File: src/rtl/tx_arbiter_pkg.sv
// Shared types and constants for the two-requester UART transmit arbiter.
package tx_arbiter_pkg;

  localparam int DEPTH_DEF = 4;

  localparam logic ENC = 1'b0;
  localparam logic DEC = 1'b1;

  typedef enum logic [1:0] {
    ST_IDLE,
    ST_LOAD,
    ST_WAIT_BUSY,
    ST_WAIT_DONE
  } state_e;

endpackage

File: src/rtl/tx_arbiter_byte_fifo.sv
// Byte FIFO with power-of-2 depth; writes while full are ignored.
module byte_fifo #(
  parameter int DEPTH = tx_arbiter_pkg::DEPTH_DEF
) (
  input  logic                     clk,
  input  logic                     reset,
  input  logic                     push,
  input  logic                     pop,
  input  logic [7:0]               din,
  output logic [7:0]               dout,
  output logic                     full,
  output logic                     empty,
  output logic [$clog2(DEPTH):0]   count
);

  localparam int AW = $clog2(DEPTH);

  logic [7:0]    mem_q [DEPTH];
  logic [AW-1:0] wr_q, wr_d;
  logic [AW-1:0] rd_q, rd_d;
  logic [AW:0]   cnt_q, cnt_d;
  logic          do_push, do_pop;

  assign do_push = push && !full;
  assign do_pop  = pop && !empty;

  always_comb begin
    wr_d  = wr_q + AW'(do_push);
    rd_d  = rd_q + AW'(do_pop);
    cnt_d = cnt_q + (AW+1)'(do_push) - (AW+1)'(do_pop);
  end

  always_ff @(posedge clk or posedge reset) begin
    if (reset) begin
      wr_q  <= '0;
      rd_q  <= '0;
      cnt_q <= '0;
    end else begin
      wr_q  <= wr_d;
      rd_q  <= rd_d;
      cnt_q <= cnt_d;
    end
  end

  always_ff @(posedge clk) begin
    if (do_push) mem_q[wr_q] <= din;
  end

  assign dout  = mem_q[rd_q];
  assign full  = cnt_q == (AW+1)'(DEPTH);
  assign empty = cnt_q == '0;
  assign count = cnt_q;

endmodule

File: src/rtl/tx_arbiter.sv
// Round-robin arbiter feeding encoder/decoder bytes to one UART transmitter.
module tx_arbiter
  import tx_arbiter_pkg::*;
#(
  parameter int DEPTH        = DEPTH_DEF,
  parameter int BUSY_TIMEOUT = 15
) (
  input  logic       clk,
  input  logic       reset,
  input  logic       enc_ready,
  input  logic [7:0] enc_byte,
  input  logic       dec_ready,
  input  logic [7:0] dec_byte,
  input  logic       tx_busy,
  output logic       tx_enable,
  output logic [7:0] tx_byte,
  output logic       enc_full,
  output logic       dec_full,
  output logic [1:0] overflow,
  output logic       timeout,
  output logic       idle
);

  localparam int CW = $clog2(DEPTH) + 1;
  localparam int TW = $clog2(BUSY_TIMEOUT + 1);

  logic [7:0]    enc_dout, dec_dout;
  logic          enc_empty, dec_empty;
  logic [CW-1:0] enc_cnt, dec_cnt;
  logic          enc_pop, dec_pop;
  logic          enc_req, dec_req, win;

  state_e        state_q, state_d;
  logic          last_q, last_d;
  logic          who_q, who_d;
  logic [7:0]    byte_q, byte_d;
  logic [TW-1:0] tmr_q, tmr_d;
  logic [1:0]    ovf_q, ovf_d;
  logic          to_q, to_d;

  byte_fifo #(.DEPTH(DEPTH)) u_enc_fifo (
    .clk   (clk),
    .reset (reset),
    .push  (enc_ready),
    .pop   (enc_pop),
    .din   (enc_byte),
    .dout  (enc_dout),
    .full  (enc_full),
    .empty (enc_empty),
    .count (enc_cnt)
  );

  byte_fifo #(.DEPTH(DEPTH)) u_dec_fifo (
    .clk   (clk),
    .reset (reset),
    .push  (dec_ready),
    .pop   (dec_pop),
    .din   (dec_byte),
    .dout  (dec_dout),
    .full  (dec_full),
    .empty (dec_empty),
    .count (dec_cnt)
  );

  assign enc_req = enc_cnt != '0;
  assign dec_req = dec_cnt != '0;
  assign win     = (enc_req && dec_req) ? ~last_q
                 : (enc_req ? ENC : DEC);
  assign enc_pop = (state_q == ST_LOAD) && (who_q == ENC);
  assign dec_pop = (state_q == ST_LOAD) && (who_q == DEC);

  always_comb begin
    state_d   = state_q;
    last_d    = last_q;
    who_d     = who_q;
    byte_d    = byte_q;
    tmr_d     = tmr_q;
    to_d      = to_q;
    tx_enable = 1'b0;
    ovf_d     = ovf_q | {dec_ready && dec_full,
                         enc_ready && enc_full};
    unique case (state_q)
      ST_IDLE: begin
        if ((enc_req || dec_req) && !tx_busy) begin
          state_d = ST_LOAD;
          who_d   = win;
          byte_d  = (win == ENC) ? enc_dout : dec_dout;
          // Only contested grants move the turn; a lone requester keeps it.
          if (enc_req && dec_req) last_d = win;
        end
      end
      ST_LOAD: begin
        tx_enable = 1'b1;
        tmr_d     = '0;
        state_d   = ST_WAIT_BUSY;
      end
      ST_WAIT_BUSY: begin
        if (tx_busy) begin
          state_d = ST_WAIT_DONE;
        end else if (tmr_q == TW'(BUSY_TIMEOUT - 1)) begin
          to_d    = 1'b1;
          state_d = ST_IDLE;
        end else begin
          tmr_d = tmr_q + TW'(1);
        end
      end
      ST_WAIT_DONE: begin
        if (!tx_busy) state_d = ST_IDLE;
      end
      default: state_d = ST_IDLE;
    endcase
  end

  always_ff @(posedge clk or posedge reset) begin
    if (reset) begin
      state_q <= ST_IDLE;
      last_q  <= DEC;
      who_q   <= ENC;
      byte_q  <= '0;
      tmr_q   <= '0;
      ovf_q   <= '0;
      to_q    <= 1'b0;
    end else begin
      state_q <= state_d;
      last_q  <= last_d;
      who_q   <= who_d;
      byte_q  <= byte_d;
      tmr_q   <= tmr_d;
      ovf_q   <= ovf_d;
      to_q    <= to_d;
    end
  end

  assign tx_byte  = byte_q;
  assign overflow = ovf_q;
  assign timeout  = to_q;
  assign idle     = (state_q == ST_IDLE) && enc_empty && dec_empty;

endmodule

File: config.mk
export PLATFORM = sky130hd
export DESIGN_NAME = tx_arbiter
export DESIGN_NICKNAME = d
export VERILOG_FILES = /design/src/rtl/tx_arbiter_pkg.sv /design/src/rtl/tx_arbiter_byte_fifo.sv /design/src/rtl/tx_arbiter.sv
export SDC_FILE = /design/constraint.sdc
export NUM_CORES = 1
export LEC_CHECK = 0
export BUFFER_PORTS_ARGS = -buffer_cell sky130_fd_sc_hd__buf_2
export CORE_MARGIN = 2
export CORE_UTILIZATION = 60
export DETAILED_ROUTE_END_ITERATION = 10
export GPL_ROUTABILITY_DRIVEN = 0
export PLACE_DENSITY = 0.8
export SLEW_MARGIN = 10
export SYNTH_ARGS = -nofsm -noshare
export SYNTH_HDL_FRONTEND = slang
export SYNTH_SLANG_ARGS = --single-unit
File: constraint.sdc
create_clock -name clk -period 5.6 [get_ports clk]
set_input_delay 1.12 -clock clk [delete_from_list [all_inputs] [get_ports clk]]
set_output_delay 1.12 -clock clk [all_outputs]
set_load 0.1 [all_outputs]
==> summary.md, run 1 <==
| Metric | Value |
|---|---|
| Hold crit path type | flop to flop |
| Crit path DAT | 2050 ps |
| Die width | 84.5 µm |
| Pwr dens | 597 nW/µm² |
| P_int | 1570 µW |
| Post-Route WL | 6.25 mm |
| Crit path time final | 3170 ps |
| Max FO, Critical Path | 5 |
| GRT Total Usage | 0.197 |
| Lkg Pwr | 0.00172 µW |
| Worst skew pair latency | approximately 350 ps |
| Synth area leader | edfxtp_1 |
| Max Root-Sink Buffers | 2 |
| Clock power frac | 0.183 |
| Sequential share of power | 0.446 |
| Boundary Pins | 36 |
| Vias | about 2000 |
| Detail Placement HPWL | 4.35 mm |
| Synth cell types | 33 |
| Vias/cell | 5.66 |
| CP top delay family | simple AND/OR/NAND/NOR gates |
| Commonest cells post-synth | edfxtp_1 (64), dfrtp_1 (32), mux4_2 (16) |
| Yosys Warn Count | 0 |
| Clock Pin Slew Worst Setup and Hold Paths | ~90 ps |
| CTS Root Cell | clkbuf_8 |
| Core Area | 6310 µm² |
| Die area | 7140 µm² |
| Post-cts resize count | 0 |
| ANT nets after route | 0 |
| Crit-path max cell delay | about 490 ps |
| Worst EP required | 4480 ps |
| Crit-path cells | or3_1, nor4_1, buf_2 |
| Setup crit end kind | output port |
| Hold buffer count at cts | 0 |
| Largest net degree at the start of global routing | 34 |
| Cells after Synth | between 200 and 250 |
| Sequential area share after synthesis | 0.707 |
| Post-Syn Nets | ~260 |
| Comb pwr share | 0.371 |
| DP Area | around 4100 µm² |
| Post-synthesis area per instance | 17.3 µm² |
| RSZ-0062 raised after global routing | false |
| Synth Register Bits | 97 |
| Initial DRC count | roughly 120 |
| Setup Fix Bufs, Post-CTS | 0 |
| Average wire per standard cell | 18.0 µm |
| Critical path class | flop to output port |
| Fmax | roughly 320 MHz |
| Final Worst Setup Slack | 2430 ps |
| Total negative setup slack | 0 ps |
| Tot Pwr | roughly 2600 µW |
| CP startpoint kind | flop |
| Pre-antenna DRT Iters | 4 |
| # rows | 29 |
| Slew @ Worst Pin | 761 ps |
| NumNets Final | about 300 |
| First-pass GRT wire length | 10.3 mm |
| Psw | 1030 µW |
| Minimum hold slack | 459 ps |
| Largest cells by area after synthesis | edfxtp_1 (49%), dfrtp_1 (21%), mux4_2 (9.3%) |
| Remaining DRCs | 0 |
| Most instantiated library cell after synthesis | edfxtp_1 |
| Antenna cells | 0 |
| Initial antenna violation count | 0 |
| Number of buffers created by CTS | 9 |
| Main flop type after synthesis | edfxtp_1 |
| Sw frac | 0.396 |
| Setup Skew | 9.64 ps |
| Max-cap violations | 0 |
| Max IR drop VDD | 0.000528 V |
| Post-Syn Area | a little under 4000 µm² |
| Chip height | 84.5 µm |
| Port Buffers | 35 |
| Starting Density | 0.616 |
| Post-synth EDFFs | 64 |
| H-tree Lvls | 3 |
| Post-Place Worst Slack | 2590 ps |
| Ys async rst share | 0.340 |
| Outcome | finished clean |
| Max-Slew Margin vs Limit | 0.491 |
| Slew Viols, Final | 0 |
| Final worst path period share | 0.567 |
| Fin area | 4350 µm² |
| Endpoints failing setup | 0 |
| Area growth syn-to-layout | 11.9% |
| Yosys top cell area share | 0.494 |
| Gr ovfl total | 0 |
| Bufs and invs on worst path | 1 |
| CTS tree | done |
| Vias in the first global route | between 2000 and 2500 |
| Final hold vios | 0 |
| Clock Sink Count | between 90 and 100 |
| Slowest-stage cell, CP | or3_1 |
| Layout cells sized above 1 | 0.263 |
## stage by stage
| step | cells | utilization |
|---|---|---|
| 6_report | 347 | 0.689 |
| 5_1_grt | 347 | 0.689 |
| 4_1_cts | 347 | 0.688 |
| 3_5_place_dp | 331 | 0.654 |
| 3_3_place_gp | 331 | 0.654 |
| 2_1_floorplan | 225 | - |
## power by group through the flow
| stage | Combinational, µW | Sequential, µW | Clock (µW) |
|---|---|---|---|
| finish | 964 | 1160 | 476 |
| global route | 1040 | 1190 | 518 |
| CTS | 972 | 1160 | 491 |
| detailed placement | 965 | 1180 | 0 |
| global placement | 946 | 1160 | 0 |
| floorplan | 604 | 1330 | 0 |
## state kept, by name (all words and copies together), names as in the netlist, 3 cells and up
| register | flops |
|---|---|
| u_enc_fifo.mem_q | 32 |
| tmr_q | 4 |
| tx_byte | 8 |
| u_dec_fifo.count | 3 |
| u_enc_fifo.count | 3 |
| u_dec_fifo.mem_q | 32 |
## layer usage
layer  vias up  GRT usage  routed length [µm]
li1        923          -                   -
met2        36      0.315                3140
met3         7     0.0541                 267
met4         0     0.0794                  80
met1       997      0.260                2760
met5         -          0                   0
## cells in the final DEF (no fill, tap or decap), drive strengths merged
cell type  count
a21o           3
a31oi          1
a41o           1
and3           3
and3b          2
buf           36
bufinv         2
clkbuf        11
clkinv         1
clkinvlp       1
dfrtp         32
dfstp          1
edfxtp        64
fa             2
ha             8
inv           10
mux2           1
mux2i          8
mux4          16
nand2         15
nand2b         1
nand3          7
nand4          1
nor2           5
nor2b          2
nor3           2
nor3b          6
nor4           1
o21ai         13
or3            2
xnor2          7
xor2           5
## logic make-up after synthesis
group / synth area share
buffers and inverters: 0.0187
and+or+nand+nor: 0.0630
AOI/OAI and AO/OA: 0.0325
adders and majority gates: 0.0360
DFF: 0.707
muxes: 0.116
xor gates and xnor gates: 0.0270
## area by class of cell
type | count | area [µm²]
Timing Repair Buffer | 36 | 183
Clock inverter | 5 | 80.1
Clock buffer | 11 | 131
Inverter | 9 | 33.8
Multi-Input combinational cell | 112 | 1080
Fill cell | 438 | 1960
Sequential cell | 97 | 2750
Tap cell | 77 | 96.3
## path summary, 6_finish.rpt
path,start,end,slack [ps],cells past startpoint
min reg2reg,overflow[1],overflow[1],460,1
max reg2reg,u_enc_fifo.count[2],u_enc_fifo.count[2],3120,9
max,u_dec_fifo.count[1],idle,2430,3
min,overflow[1],overflow[1],460,1
min in group asynchronous,reset,u_enc_fifo.count[1],830,3
max in group asynchronous,reset,last_q,4430,3
## worst reg2reg max path, delay by kind of cell (launching register included)
kind                       cells  cell delay [ps]
xor gates and xnor gates       2              360
and+or+nand+nor                2              750
buffers and inverters          2              110
DFF                            1              410
adders and majority gates      3              790
(Power assumes the default switching activity.)
==> inputs of run 2 (changes only) <==
Settings changed: CORE_UTILIZATION 60 to 53, PLACE_DENSITY 0.8 to 0.75.
Clock period 5.6 ns to 2.8 ns, I/O delays scaled along.
==> run 2 against run 1 <==
Against the previous run:
- total power up 98%
- flip-flop and latch count unchanged
- hold slack worse by 170 ps
- clock skew down 3.6 ps
- clock power up 83%
- wire length down 2.3%
- first-iteration DRC count down 14%
- cell count up 7.8%
==> summary.md, run 2 (synthesized netlist as in run 1, its figures left out) <==
| Metric | Value |
|---|---|
| Vias/cell | 5.26 (-7.0%) |
| Slowest-stage cell, CP | or3_1 |
| Sequential share of power | 0.455 (+0.009) |
| Gr ovfl total | 0 (unchanged) |
| CP startpoint kind | flop |
| Layout cells sized above 1 | 0.287 (+0.0243) |
| Commonest non-fill, non-tap cell in the layout | edfxtp_1 |
| Final hold vios | 0 (unchanged) |
| Final worst path period share | 0.919 |
| Slew @ Worst Pin | 588 ps (-173 ps) |
| Multi-input logic area | 1110 µm² (+2.6%) |
| CTS Root Cell | clkbuf_8 |
| Worst skew pair latency | 350 ps (about the same) |
| Crit path time final | 2570 ps |
| CP top delay family | simple AND/OR/NAND/NOR gates |
| Detail Placement HPWL | 4.32 mm (-0.68%) |
| ANT nets after route | 0 (unchanged) |
| Clock Pin Slew Worst Setup and Hold Paths | 80 ps (about the same) |
| Worst EP required | 2240 ps (-2240 ps) |
| Max Root-Sink Buffers | 2 (unchanged) |
| Crit-path cells | or3_1, nor4_4, buf_2 |
| Minimum hold slack | 290 ps (-169 ps) |
| Outcome | finished clean |
| Bufs and invs on worst path | 1 (unchanged) |
| Area growth syn-to-layout | 13.8% |
| Crit-path max cell delay | 510 ps (+20 ps) |
| Max IR drop VDD | 0.000845 V (+60%) |
| Fmax | between 300 and 400 MHz |
| Hold crit path type | primary input to async pin |
| CTS tree | done |
| Clock power frac | 0.169 (-0.014) |
| Core Area | 7180 µm² (+14%) |
| # rows | 31 (+6.9%) |
| Total negative setup slack | 0 ps (unchanged) |
| Post-Route WL | 6.11 mm (-2.3%) |
| GRT Total Usage | 0.174 (-0.0228) |
| Post-cts resize count | 0 (unchanged) |
| Setup crit end kind | output port |
| Most frequent cells in the layout | edfxtp_1 (64), buf_2 (35), dfrtp_1 (32) |
| Sw frac | 0.400 (+0.00418) |
| Vias in the first global route | 1936 (-5.7%) |
| Vias | 1968 (+0.25%) |
| RSZ-0062 raised after global routing | false |
| Largest net degree at the start of global routing | 34 (unchanged) |
| Number of buffers created by CTS | 9 (unchanged) |
| # fillers | 522 (+19%) |
| Psw | 2060 µW (+100%) |
| Post-Place Worst Slack | 507 ps (-2080 ps) |
| Comb pwr share | 0.376 (+0.005) |
| H-tree Lvls | 3 (unchanged) |
| Remaining DRCs | 0 (unchanged) |
| NumNets Final | 301 (+1.7%) |
| Endpoints failing setup | 0 (unchanged) |
| Lkg Pwr | 0.00174 µW (+1.5%) |
| P_int | 3090 µW (+97%) |
| Average wire per standard cell | 16.3 µm (-9.3%) |
| Hold buffer count at cts | 0 (unchanged) |
| Clock Sink Count | 97 (unchanged) |
| FF+latch area | 2750 µm² (unchanged) |
| Crit path DAT | 2010 ps (-40 ps) |
| Slew Viols, Final | 0 (unchanged) |
| Antenna cells | 0 (unchanged) |
| Initial antenna violation count | 0 (unchanged) |
| Setup Fix Bufs, Post-CTS | 0 (unchanged) |
| Starting Density | 0.542 (-0.0740) |
| Initial DRC count | 105 (-14%) |
| Pwr dens | 1160 nW/µm² (+95%) |
| Max-cap violations | 0 (unchanged) |
| Pre-antenna DRT Iters | 4 (unchanged) |
| Max-Slew Margin vs Limit | 0.608 (+0.117) |
| Final Worst Setup Slack | 226 ps (-2200 ps) |
| Port Buffers | 35 (unchanged) |
| Boundary Pins | 36 (unchanged) |
| Die area | 8040 µm² (+13%) |
| Die width | 89.7 µm (+6.1%) |
| Critical path class | flop to output port |
| Setup Skew | 6.04 ps (-3.60 ps) |
| First-pass GRT wire length | 9.77 mm (-5.2%) |
| Chip height | 89.7 µm (+6.1%) |
| Max FO, Critical Path | 5 (unchanged) |
## run 2: path summary, 6_finish.rpt
path	startpoint	end	slack, ps	depth (start not counted)
max	u_dec_fifo.count[1]	idle	230	3
min	reset	tmr_q[0]	290	3
max reg2reg	state_q[1]	u_enc_fifo.count[2]	500	9
min reg2reg	overflow[0]	overflow[0]	460	1
max in group asynchronous	reset	last_q	2170	3
min in group clk	enc_byte[1]	u_enc_fifo.mem_q[1][1]	420	1
## run 2: layout make-up
| type | instances | share of cell area |
|---|---|---|
| Clock buffer | 10 | 0.0288 |
| Sequential cell | 97 | 0.621 |
| Timing Repair Buffer | 41 | 0.0497 |
| Multi-Input combinational cell | 112 | 0.250 |
| Clock inverter | 6 | 0.0153 |
| Tap cell | 99 | 0.0280 |
| Inverter | 9 | 0.00763 |
## run 2: routing by layer
metal	global-route usage	wire length [µm]
met1	0.244	2860
met2	0.267	2940
met3	0.0329	196
met4	0.0814	106
met5	0	0
## run 2: worst reg2reg max path, cell delays in order (launching register included)
cell and delay, ps:
dfrtp_1 450, nand2b_1 240, nor3b_1 300, ha_1 290
inv_1 60, ha_1 140, inv_1 50, fa_1 370
xnor2_1 200, xnor2_1 140
## run 2: through the flow
| stage | instances | total power [µW] | cell area [µm²] | utilization |
|---|---|---|---|---|
| final | 374 | 5150 | 4430 | 0.617 |
| after floorplan | 225 | 3920 | 3930 | - |
| after detailed placement | 358 | 4340 | 4230 | 0.590 |
| after global routing | 374 | 5490 | 4430 | 0.617 |
| after global placement | 358 | 4280 | 4230 | 0.590 |
| after CTS | 374 | 5230 | 4430 | 0.617 |
## run 2: power by group through the flow
| stage | Combinational (µW) | Sequential [µW] | Clock, µW |
|---|---|---|---|
| final | 1940 | 2340 | 872 |
| after global placement | 1920 | 2360 | 0 |
| after detailed placement | 1960 | 2380 | 0 |
| after floorplan | 1230 | 2680 | 0 |
| after global routing | 2110 | 2420 | 968 |
| after CTS | 1970 | 2350 | 902 |
==> inputs of run 3 (changes only) <==
==> constraint.sdc (replaced) <==
create_clock -name clk -period 2.8 [get_ports clk]
set_input_delay 0 -clock clk [delete_from_list [all_inputs] [get_ports clk]]
set_output_delay 0 -clock clk [all_outputs]
set_load 0.1 [all_outputs]
==> run 3 against run 2 <==
Against the previous run:
- wire length increased by 9.3%
- combinational power about the same
- worst setup slack improved by 140 ps
- design area increased by 3.6%
==> summary.md, run 3 (synthesized netlist as in run 1, its figures left out) <==
| Metric | Value |
|---|---|
| Outcome | finished clean |
| Core Area | 7180 µm² (unchanged) |
| Hold crit path type | primary input to async pin |
| First-pass GRT wire length | 10.4 mm (+5.9%) |
| Pwr dens | 1110 nW/µm² (-4.6%) |
| Average wire per standard cell | 16.9 µm (+3.8%) |
| Pre-antenna DRT Iters | 4 (unchanged) |
| Post-Route WL | 6.68 mm (+9.3%) |
| Starting Density | 0.542 (unchanged) |
| Slew @ Worst Pin | 679 ps (+90.5 ps) |
| Clock Pin Slew Worst Setup and Hold Paths | 90 ps (about the same) |
| ANT nets after route | 0 (unchanged) |
| Area growth syn-to-layout | 17.9% |
| Slew Viols, Final | 0 (unchanged) |
| Setup crit end kind | flop |
| CP startpoint kind | flop |
| Clock Sink Count | 97 (unchanged) |
| Crit path DAT | 2720 ps (+710 ps) |
| Minimum hold slack | 291 ps (+0.474 ps) |
| Antenna cells | 0 (unchanged) |
| Port Buffers | 35 (unchanged) |
| GRT Total Usage | 0.181 (+0.00716) |
| Worst skew pair latency | 350 ps (about the same) |
| H-tree Lvls | 3 (unchanged) |
| Vias/cell | 5.31 (+1.0%) |
| Vias in the first global route | 2069 (+6.9%) |
| Critical path class | flop to flop |
| Fmax | 410 MHz (+5.6%) |
| Boundary Pins | 36 (unchanged) |
| Slowest-stage cell, CP | or3_1 |
| RSZ-0062 raised after global routing | false |
| Crit path time final | 2440 ps (-136 ps) |
| Endpoints failing setup | 0 (unchanged) |
| Die area | 8040 µm² (unchanged) |
| Initial DRC count | 75 (-29%) |
| Max Root-Sink Buffers | 2 (unchanged) |
| Max IR drop VDD | 0.00108 V (+27%) |
| CTS Root Cell | clkbuf_8 |
| Max-Slew Margin vs Limit | 0.547 (-0.0609) |
| Largest net degree at the start of global routing | 19 (-44%) |
| Detail Placement HPWL | 4.54 mm (+5.1%) |
| Number of buffers created by CTS | 9 (unchanged) |
| Commonest non-fill, non-tap cell in the layout | edfxtp_1 |
| Gr ovfl total | 0 (unchanged) |
| Remaining DRCs | 0 (unchanged) |
| Max-cap violations | 0 (unchanged) |
| Chip height | 89.7 µm (unchanged) |
| Crit-path cells | or3_1, nor3b_1, ha_1, inv_1, ha_1, inv_1, fa_1, xnor2_1, xnor2_1 |
| Crit-path max cell delay | 480 ps (-30 ps) |
| Worst EP required | 3080 ps (+840 ps) |
| NumNets Final | 321 (+6.6%) |
| Total negative setup slack | 0 ps (unchanged) |
| Vias | 2094 (+6.4%) |
| Setup Skew | 6.74 ps (+0.703 ps) |
| Final Util | 0.639 (+0.0221) |
| CTS tree | done |
| Initial antenna violation count | 0 (unchanged) |
| Layout cells sized above 1 | 0.264 (-0.0229) |
| # fillers | 516 (-1.1%) |
| Final hold vios | 0 (unchanged) |
| Lkg Pwr | 0.00181 µW (+4.2%) |
| Max FO, Critical Path | 5 (unchanged) |
| Final worst path period share | 0.871 (-0.0487) |
| Setup Fix Bufs, Post-CTS | 0 (unchanged) |
| Most frequent cells in the layout | edfxtp_1 (64), buf_2 (35), dfrtp_1 (32) |
| # rows | 31 (unchanged) |
| Die width | 89.7 µm (unchanged) |
## run 3: cell count changes in the layout (fill, tap and decap cells not counted), sizes merged
| cell | delta |
|---|---|
| dlygate4sd3 | +20 |
| inv | -1 |
| bufinv | -1 |
| clkinvlp | -1 |
| clkinv | +3 |
## run 3: what timing repair did
action	in CTS	in global routing
gates resized for setup	0	0
hold buffers	20	0
endpoints found under the hold margin	83	0
endpoints found under the setup margin	0	0
## run 3: routing by layer
layer	wire length, µm	global-route usage	up-vias
met3	175	0.0302	11
met2	3250	0.285	44
li1	-	-	981
met1	3120	0.251	1058
met4	134	0.0814	0
met5	0	0	-
## run 3: worst paths after layout
check | cells past startpoint | startpoint | endpoint | slack (ps)
worst max register to register | 9 | u_enc_fifo.count[1] | u_enc_fifo.count[2] | 360
worst min register to register | 1 | overflow[1] | overflow[1] | 460
max in group asynchronous | 4 | reset | timeout | 1820
worst min-delay path | 3 | reset | tmr_q[0] | 290
min in group clk | 3 | enc_ready | overflow[0] | 400
worst max-delay path | 9 | u_enc_fifo.count[1] | u_enc_fifo.count[2] | 360
## run 3: where the power goes
part           switching, µW  leakage [µW]  internal [µW]
logic                   1240      0.000747            717
registers                386      0.000983           1970
clock network            460     0.0000835            317
total                   2090       0.00181           3000
## run 3: worst max-delay path: cells and delay by family (launching register included)
| kind | cells | cell delay, ps |
|---|---|---|
| DFF | 1 | 470 |
| xor gates and xnor gates | 2 | 320 |
| buffers and inverters | 2 | 110 |
| adders and majority gates | 3 | 770 |
| and+or+nand+nor | 2 | 690 |
## run 3: area by class of cell
class                           count  area [µm²]  share of cell area
Clock buffer                       10         128              0.0278
Clock inverter                      6        35.0             0.00764
Inverter                            9        33.8             0.00736
Multi-Input combinational cell    112        1100               0.239
Sequential cell                    97        2750               0.599
Tap cell                           99         124              0.0270
Timing Repair Buffer               61         420              0.0917
## run 3: stage by stage
stage          setup slack [ps]  cell area [µm²]  power, µW  cells
2_1_floorplan              81.3             3920       3910    225
3_3_place_gp                422             4220       4270    358
3_5_place_dp                379             4220       4350    358
4_1_cts                     345             4590       5140    394
5_1_grt                     209             4590       5380    394
6_report                    362             4590       5090    394
